[src/rtl/id_stage.sv]
// MIPS instruction-decode stage: 32-entry register file with write-back
// bypass, R-type / immediate decode and the ID/EX pipeline register.
module id_stage #(
    parameter int NB_DATA  = 32,
    parameter int NB_OP    = 6,
    parameter int NB_ADDR  = 5,
    parameter int NB_INSTR = 32
) (
    input  logic                i_clk,
    input  logic                i_rst_n,
    input  logic [NB_INSTR-1:0] i_instr,
    input  logic                i_valid,
    input  logic                i_stall,
    input  logic                i_flush,
    input  logic                i_wb_en,
    input  logic [NB_ADDR-1:0]  i_wb_addr,
    input  logic [NB_DATA-1:0]  i_wb_data,
    output logic [NB_DATA-1:0]  o_data_1,
    output logic [NB_DATA-1:0]  o_data_2,
    output logic [NB_OP-1:0]    o_code,
    output logic [NB_ADDR-1:0]  o_rd,
    output logic                o_reg_write,
    output logic                o_valid,
    output logic                o_illegal
);

    localparam int NREG = 2 ** NB_ADDR;

    localparam logic [5:0] OP_R    = 6'b000000;
    localparam logic [5:0] OP_ADDI = 6'b001000;
    localparam logic [5:0] OP_ANDI = 6'b001100;
    localparam logic [5:0] OP_ORI  = 6'b001101;

    localparam logic [NB_OP-1:0] FN_ADD = NB_OP'(6'b100000);
    localparam logic [NB_OP-1:0] FN_AND = NB_OP'(6'b100100);
    localparam logic [NB_OP-1:0] FN_OR  = NB_OP'(6'b100101);

    logic [5:0]         op;
    logic [NB_ADDR-1:0] rs;
    logic [NB_ADDR-1:0] rt;
    logic [NB_ADDR-1:0] rd;
    logic [NB_OP-1:0]   funct;
    logic [15:0]        imm;
    logic               unused_shamt;

    assign op           = i_instr[31:26];
    assign rs           = i_instr[25:21];
    assign rt           = i_instr[20:16];
    assign rd           = i_instr[15:11];
    assign funct        = i_instr[NB_OP-1:0];
    assign imm          = i_instr[15:0];
    assign unused_shamt = ^i_instr[10:6];

    logic [NB_DATA-1:0] gpr [NREG];
    logic               wb_live;

    assign wb_live = i_wb_en && (i_wb_addr != '0);

    always_ff @(posedge i_clk or negedge i_rst_n) begin
        if (!i_rst_n) begin
            for (int i = 0; i < NREG; i++) gpr[i] <= '0;
        end else if (wb_live) begin
            gpr[i_wb_addr] <= i_wb_data;
        end
    end

    // $0 is forced to zero on read; a same-cycle write-back wins over the array
    logic [NB_DATA-1:0] rs_val;
    logic [NB_DATA-1:0] rt_val;

    always_comb begin
        rs_val = '0;
        rt_val = '0;
        if (wb_live && i_wb_addr == rs) rs_val = i_wb_data;
        else if (rs != '0)              rs_val = gpr[rs];
        if (wb_live && i_wb_addr == rt) rt_val = i_wb_data;
        else if (rt != '0)              rt_val = gpr[rt];
    end

    logic               is_r;
    logic               is_addi;
    logic               is_andi;
    logic               is_ori;
    logic               known;
    logic [NB_DATA-1:0] dec_d2;
    logic [NB_OP-1:0]   dec_code;
    logic [NB_ADDR-1:0] dec_rd;

    assign is_r    = (op == OP_R);
    assign is_addi = (op == OP_ADDI);
    assign is_andi = (op == OP_ANDI);
    assign is_ori  = (op == OP_ORI);
    assign known   = is_r || is_addi || is_andi || is_ori;

    always_comb begin
        dec_d2   = rt_val;
        dec_code = funct;
        dec_rd   = rd;
        unique case (1'b1)
            is_r: begin
                dec_d2   = rt_val;
                dec_code = funct;
                dec_rd   = rd;
            end
            is_addi: begin
                dec_d2   = {{(NB_DATA-16){imm[15]}}, imm};
                dec_code = FN_ADD;
                dec_rd   = rt;
            end
            is_andi: begin
                dec_d2   = {{(NB_DATA-16){1'b0}}, imm};
                dec_code = FN_AND;
                dec_rd   = rt;
            end
            is_ori: begin
                dec_d2   = {{(NB_DATA-16){1'b0}}, imm};
                dec_code = FN_OR;
                dec_rd   = rt;
            end
            default: ;
        endcase
    end

    // flush beats stall; stall holds everything but the illegal pulse
    always_ff @(posedge i_clk or negedge i_rst_n) begin
        if (!i_rst_n) begin
            o_data_1    <= '0;
            o_data_2    <= '0;
            o_code      <= '0;
            o_rd        <= '0;
            o_reg_write <= 1'b0;
            o_valid     <= 1'b0;
            o_illegal   <= 1'b0;
        end else if (i_stall && !i_flush) begin
            o_illegal   <= 1'b0;
        end else if (i_flush || !i_valid || !known) begin
            o_data_1    <= '0;
            o_data_2    <= '0;
            o_code      <= '0;
            o_rd        <= '0;
            o_reg_write <= 1'b0;
            o_valid     <= 1'b0;
            o_illegal   <= !i_flush && i_valid && !known;
        end else begin
            o_data_1    <= rs_val;
            o_data_2    <= dec_d2;
            o_code      <= dec_code;
            o_rd        <= dec_rd;
            o_reg_write <= (dec_rd != '0);
            o_valid     <= 1'b1;
            o_illegal   <= 1'b0;
        end
    end

endmodule
[config.mk]
export PLATFORM = sky130hd
export DESIGN_NAME = id_stage
export DESIGN_NICKNAME = d
export VERILOG_FILES = /design/src/rtl/id_stage.sv
export SDC_FILE = /design/constraint.sdc
export NUM_CORES = 2
export LEC_CHECK = 0
export BUFFER_PORTS_ARGS = -buffer_cell sky130_fd_sc_hd__clkbuf_2
export CAP_MARGIN = 20
export CORE_ASPECT_RATIO = 1.25
export CORE_MARGIN = 5
export CORE_UTILIZATION = 40
export CTS_BUF_LIST = sky130_fd_sc_hd__clkbuf_4 sky130_fd_sc_hd__clkbuf_8 sky130_fd_sc_hd__clkbuf_16
export CTS_CLUSTER_SIZE = 12
export DETAILED_ROUTE_END_ITERATION = 6
export SLEW_MARGIN = 20
export SYNTH_ARGS = -nofsm -noshare
export SYNTH_HDL_FRONTEND = slang
export SYNTH_SLANG_ARGS = --single-unit
[constraint.sdc]
create_clock -name i_clk -period 2.2 [get_ports i_clk]
set_input_delay 0.66 -clock i_clk [delete_from_list [all_inputs] [get_ports i_clk]]
set_output_delay 0.66 -clock i_clk [all_outputs]
set_load 0.005 [all_outputs]
* Yosys cells after proc, flatten, opt, wreduce, memory -nomap -nowiden
Index checks and enable logic that the tools add are counted.
** Storage, ports and cells
- Flip-flop bits (word level) :: 1102
- Bits in latches :: 0
- Bits in writable memories :: 0
- Bits in read-only memories :: 0
- Input bits :: 75
- Output and inout bits :: 78
- Memories kept :: 0
** Cells by class
- Add/subtract/negate cells :: 0
- $mul :: 0
- Divide/modulo/power cells :: 0
- $lt $le $gt $ge :: 4
- Equality and inequality tests :: 5
- Shift-type cells :: 0
- Multiplexer cells :: 24
- Bitwise operators :: 3
- Reduce and logical (&&, ||, !) cells :: 22
** Operator list (count)
- 1024-bit bitwise mux :: 1
- 32-bit 2-to-1 mux :: 11
- 32-bit binary-select mux with 5-bit select :: 2
- 32-bit demux with 5-bit select :: 1
- 32-bit one-hot mux with 2 select lines :: 1
- 5-bit nonzero test :: 4
- 6-bit by 4-bit equality test with 1-bit output (second input constant) :: 3
- 6-bit >= comparator (second input constant) :: 3
- 5-bit inverter with 6-bit output :: 3
- 6-bit one-hot mux with 3 select lines :: 1
- 5-bit equality test :: 2
- 5-bit 2-to-1 mux :: 2
- 1-bit logical AND :: 7
- 6-bit logical NOT :: 1
- 6-bit by 1-bit less-than comparator with 1-bit output (second input constant) :: 1
- 6-bit 2-to-1 mux :: 1
- 1-bit logical OR :: 5
- 1-bit 2-to-1 mux :: 4
- 1-bit logical NOT :: 3
- 3-bit OR reduction :: 1
- 2-bit OR reduction :: 1

* Longest topological paths before layout
- Depth after elaboration :: 8
- Mapped depth :: 10

* Least setup slack after synthesis
OpenSTA, ideal clock, no wires.
- Kind :: in2reg
- From :: input i_instr[21]
- To :: register o_data_1[11]
- Library setup time :: 130 ps
- Data arrival time :: 2393 ps
- Required time :: 2070 ps
- Setup slack :: -323 ps
- Cell stages on the path :: 6
- Buffers on the path :: 2
- Cell sequence :: buf_2 > buf_1 > mux4_2 > mux2_2 > o211ai_1 > nand3_1
** Between the ends
- Longest elaborated chain between the ends :: 7
- Elaborated cells between the ends (all ways) :: 10
- Classes of those cells :: 1 x eq/ne; 6 x mux; 1 x bitwise; 2 x reduce/logical
** RTL lines
- from (decl) :: line 11 : input logic [NB_INSTR-1:0] i_instr,
- 5-bit inverter with 6-bit output (not written as such) :: line 75 : else if (rs != '0) rs_val = gpr[rs];
- 32-bit binary-select mux with 5-bit select :: line 75
- 32-bit 2-to-1 mux (not written as such) (2 in a row) :: line 75
- 32-bit 2-to-1 mux :: line 75
- 32-bit 2-to-1 mux * :: line 74 : if (wb_live && i_wb_addr == rs) rs_val = i_wb_data;
- 32-bit 2-to-1 mux * :: line 136 : end else if (i_flush || !i_valid || !known) begin
- to (signal assigned) :: line 145 : o_data_1 <= rs_val;
- to (decl) :: line 18 : output logic [NB_DATA-1:0] o_data_1,
Every way passes the cells marked *; elsewhere a longest branch is shown, timed or not. The select of a mux whose other input is x is not followed.
A chain may end at the register's enable or synchronous reset.

* Worst setup path in the final report
- From :: register o_data_2[16]
- To :: output o_data_2[16]
** RTL lines
- from (decl) :: line 19 : output logic [NB_DATA-1:0] o_data_2,
- from (signal assigned) :: line 128 : o_data_2 <= '0;
- from (signal assigned) :: line 138 : o_data_2 <= '0;
- from (signal assigned) :: line 146 : o_data_2 <= dec_d2;
No word-level cell between the ends.

==> impl_metrics.json <==
{
  "status": "finished clean",
  "postCtsSetupRepairBufs": 0,
  "route.detailed.drc": 0,
  "drt-initial-drc-count": 2899,
  "worst_hold_slack_ps": 146,
  "crit_buf_inv": 1,
  "finalClockSkew_ps": 31.5,
  "layout.nets": 4225,
  "clock-sinks": 1102,
  "cts_tree": "built",
  "syn-num-nets": 3949,
  "hold_class": "primary input to flop",
  "clk_path_buf_depth": 3,
  "slowest_stage": "dfrtp_1",
  "pin_count": 153,
  "cp.required_ps": 1540,
  "first_pass_iters": 5,
  "grt_pass1_vias": 39900,
  "cap_violations": 0,
  "ir_worst_vdd_uv": 693,
  "die_x_um": 352,
  "grt_max_degree": 86,
  "min_period_ps": 2180,
  "worstMarginPinSlew_ps": 877,
  "syn-cell-area_sq_mm": 0.0586,
  "viasPerCell": 6.18,
  "ant_nets": 0,
  "syn_inst": 3874,
  "dp_hpwl_um": 130000,
  "rsz0062_at_grt": "false",
  "portBuffers": 152,
  "endpoint_kind": "output port",
  "ys_dominant_reg_cell": "dfrtp_1",
  "layout_commonest_cell": "dfrtp_1",
  "yosysSeqAreaShare": 0.471,
  "worstSetupPathType": "flop to output port",
  "min_period_over_period": 0.991,
  "vias": 38000,
  "gp_congestion": 0.849,
  "area_growth_pct": 18.4,
  "setup_viol": 0,
  "synth-seq-cells": 1102,
  "synth_edf_count": 0,
  "p_leak_uw": 0.0305,
  "clockRootBuffer": "clkbuf_16",
  "postRouteWirelength_um": 195000,
  "slew_headroom": 0.409,
  "fin_ws_ps": 19.8,
  "place_ws_ps": -645,
  "grt-ovfl-total": 0,
  "coreArea_sq_mm": 0.146,
  "wl_per_cell_um": 31.6,
  "crit_fanout": 2,
  "cts.clk_slew.worst_paths_ps": 60,
  "slew_violations": 0,
  "grt_pass1_wl_um": 288000,
  "path_delay_family": "flip-flops",
  "htree_levels": 3,
  "slowest_delay_ps": 570,
  "start_util": 0.401,
  "numCtsBuffers": 117,
  "fmax_mhz": 459,
  "cp.arrival_ps": 1520,
  "postSynthAreaPerCell_sq_um": 15.1,
  "layout-drive-gt1-share": 0.579,
  "placementRows": 157,
  "synth_cell_types": 59,
  "clk_latency_ps": 760,
  "hold_violations": 0,
  "antenna_found_initial": 10,
  "final_cell_mix": "1097 x dfrtp_1, 1075 x mux2_2, 502 x mux4_2, 279 x buf_4, 189 x mux2i_1",
  "async_flop_share": 1.00,
  "crit_chain": "clkbuf_2",
  "die_area_sq_mm": 0.154,
  "p_per_area_mw_per_mm2": 840,
  "ys.warnings.count": 0,
  "gr-usage-all-layers": 0.252,
  "start_kind": "flop",
  "chipHeight_um": 438
}
==> report_power, final <==
| part | internal (uW) | switching [uW] |
|---|---|---|
| Combinational | 7300 | 4380 |
| Clock | 11500 | 8550 |
| Sequential | 23900 | 2640 |
==> repair_timing <==
action | CTS | global route
hold endpoints to repair | 5 | 0
cloned | 0 | 0
hold buffers | 1 | 0
resized for setup | 4 | 1
endpoints found under the setup margin | 4 | 1
==> metal layers <==
| layer | track usage | vias to the layer above | share of wire |
|---|---|---|---|
| met1 | 0.340 | 20800 | 0.42 |
| met5 | 0 | - | 0.000046 |
| met4 | 0.0885 | 2 | 0.035 |
| met3 | 0.0450 | 297 | 0.065 |
| met2 | 0.412 | 1301 | 0.48 |
| li1 | - | 15600 | - |
==> worst register-to-register path, delay by kind of cell (launching register included) <==
kind | cells | cell delay (ps)
multiplexers | 2 | 760
flip-flops | 1 | 400
AO/OA/AOI/OAI | 2 | 630
==> cell usage after synthesis, types with 37 or more instances <==
master,count,area [sq um]
mux4_2,502,11300
buf_2,121,606
nand2_1,131,492
nand3_1,37,185
mux2_2,1075,12100
dfrtp_1,1102,27600
clkbuf_1,223,837
o211ai_1,77,578
a32oi_1,38,333
buf_1,63,236
mux2i_1,189,1890
==> registers in the layout, summed over array words and instances (netlist names) <==
signal	count
o_valid	1
o_reg_write	1
o_illegal	1
o_data_2	32
o_code	6
o_data_1	32
gpr	1024
o_rd	5
==> worst paths after layout <==
kind	start	endpoint	slack [ps]	cells after the start
worst max-delay path	o_data_2[16]	o_data_2[16]	20	1
worst min-delay path	i_instr[1]	o_code[1]	150	2
worst max register to register	gpr[267]	o_data_2[11]	250	4
worst min register to register	gpr[1003]	gpr[1003]	390	0
max in group asynchronous	i_rst_n	gpr[668]	800	4
min in group asynchronous	i_rst_n	gpr[551]	450	2
==> cells by family (layout without fill, tap and decap cells) <==
group,Yosys count,in the layout,synth area share
xor gates and xnor gates,10,10,0.00150
AOI/OAI and AO/OA,283,283,0.0382
DFF,1102,1102,0.471
other,0,7,0
muxes,1766,1766,0.432
buffers and inverters,447,811,0.0355
and+or+nand+nor,266,266,0.0219
==> per-stage QoR <==
| step | instance area (sq um) | total power [uW] | cells | utilization | TNS [ps] |
|---|---|---|---|---|---|
| final | 69400 | 58300 | 6153 | 0.475 | 0 |
| after global routing | 69400 | 60700 | 6150 | 0.475 | 0 |
| after CTS | 69300 | 58700 | 6146 | 0.475 | 0 |
| after detailed placement | 65500 | 38500 | 5938 | 0.448 | -237610 |
| after global placement | 65500 | 38100 | 5938 | 0.448 | -234100 |
| after floorplan | 59000 | 34600 | 3874 | - | -2270 |
==> final cells by class <==
class / instances / area, sq um
Sequential cell: 1102 / 27600
Tap cell: 1908 / 2390
Fill cell: 12700 / 76600
Antenna cell: 7 / 17.5
Clock buffer: 177 / 3580
Inverter: 5 / 18.8
Timing Repair Buffer: 599 / 6290
Clock inverter: 30 / 295
Multi-Input combinational cell: 2325 / 29200
No activity file was read; power rests on OpenSTA's default activity.
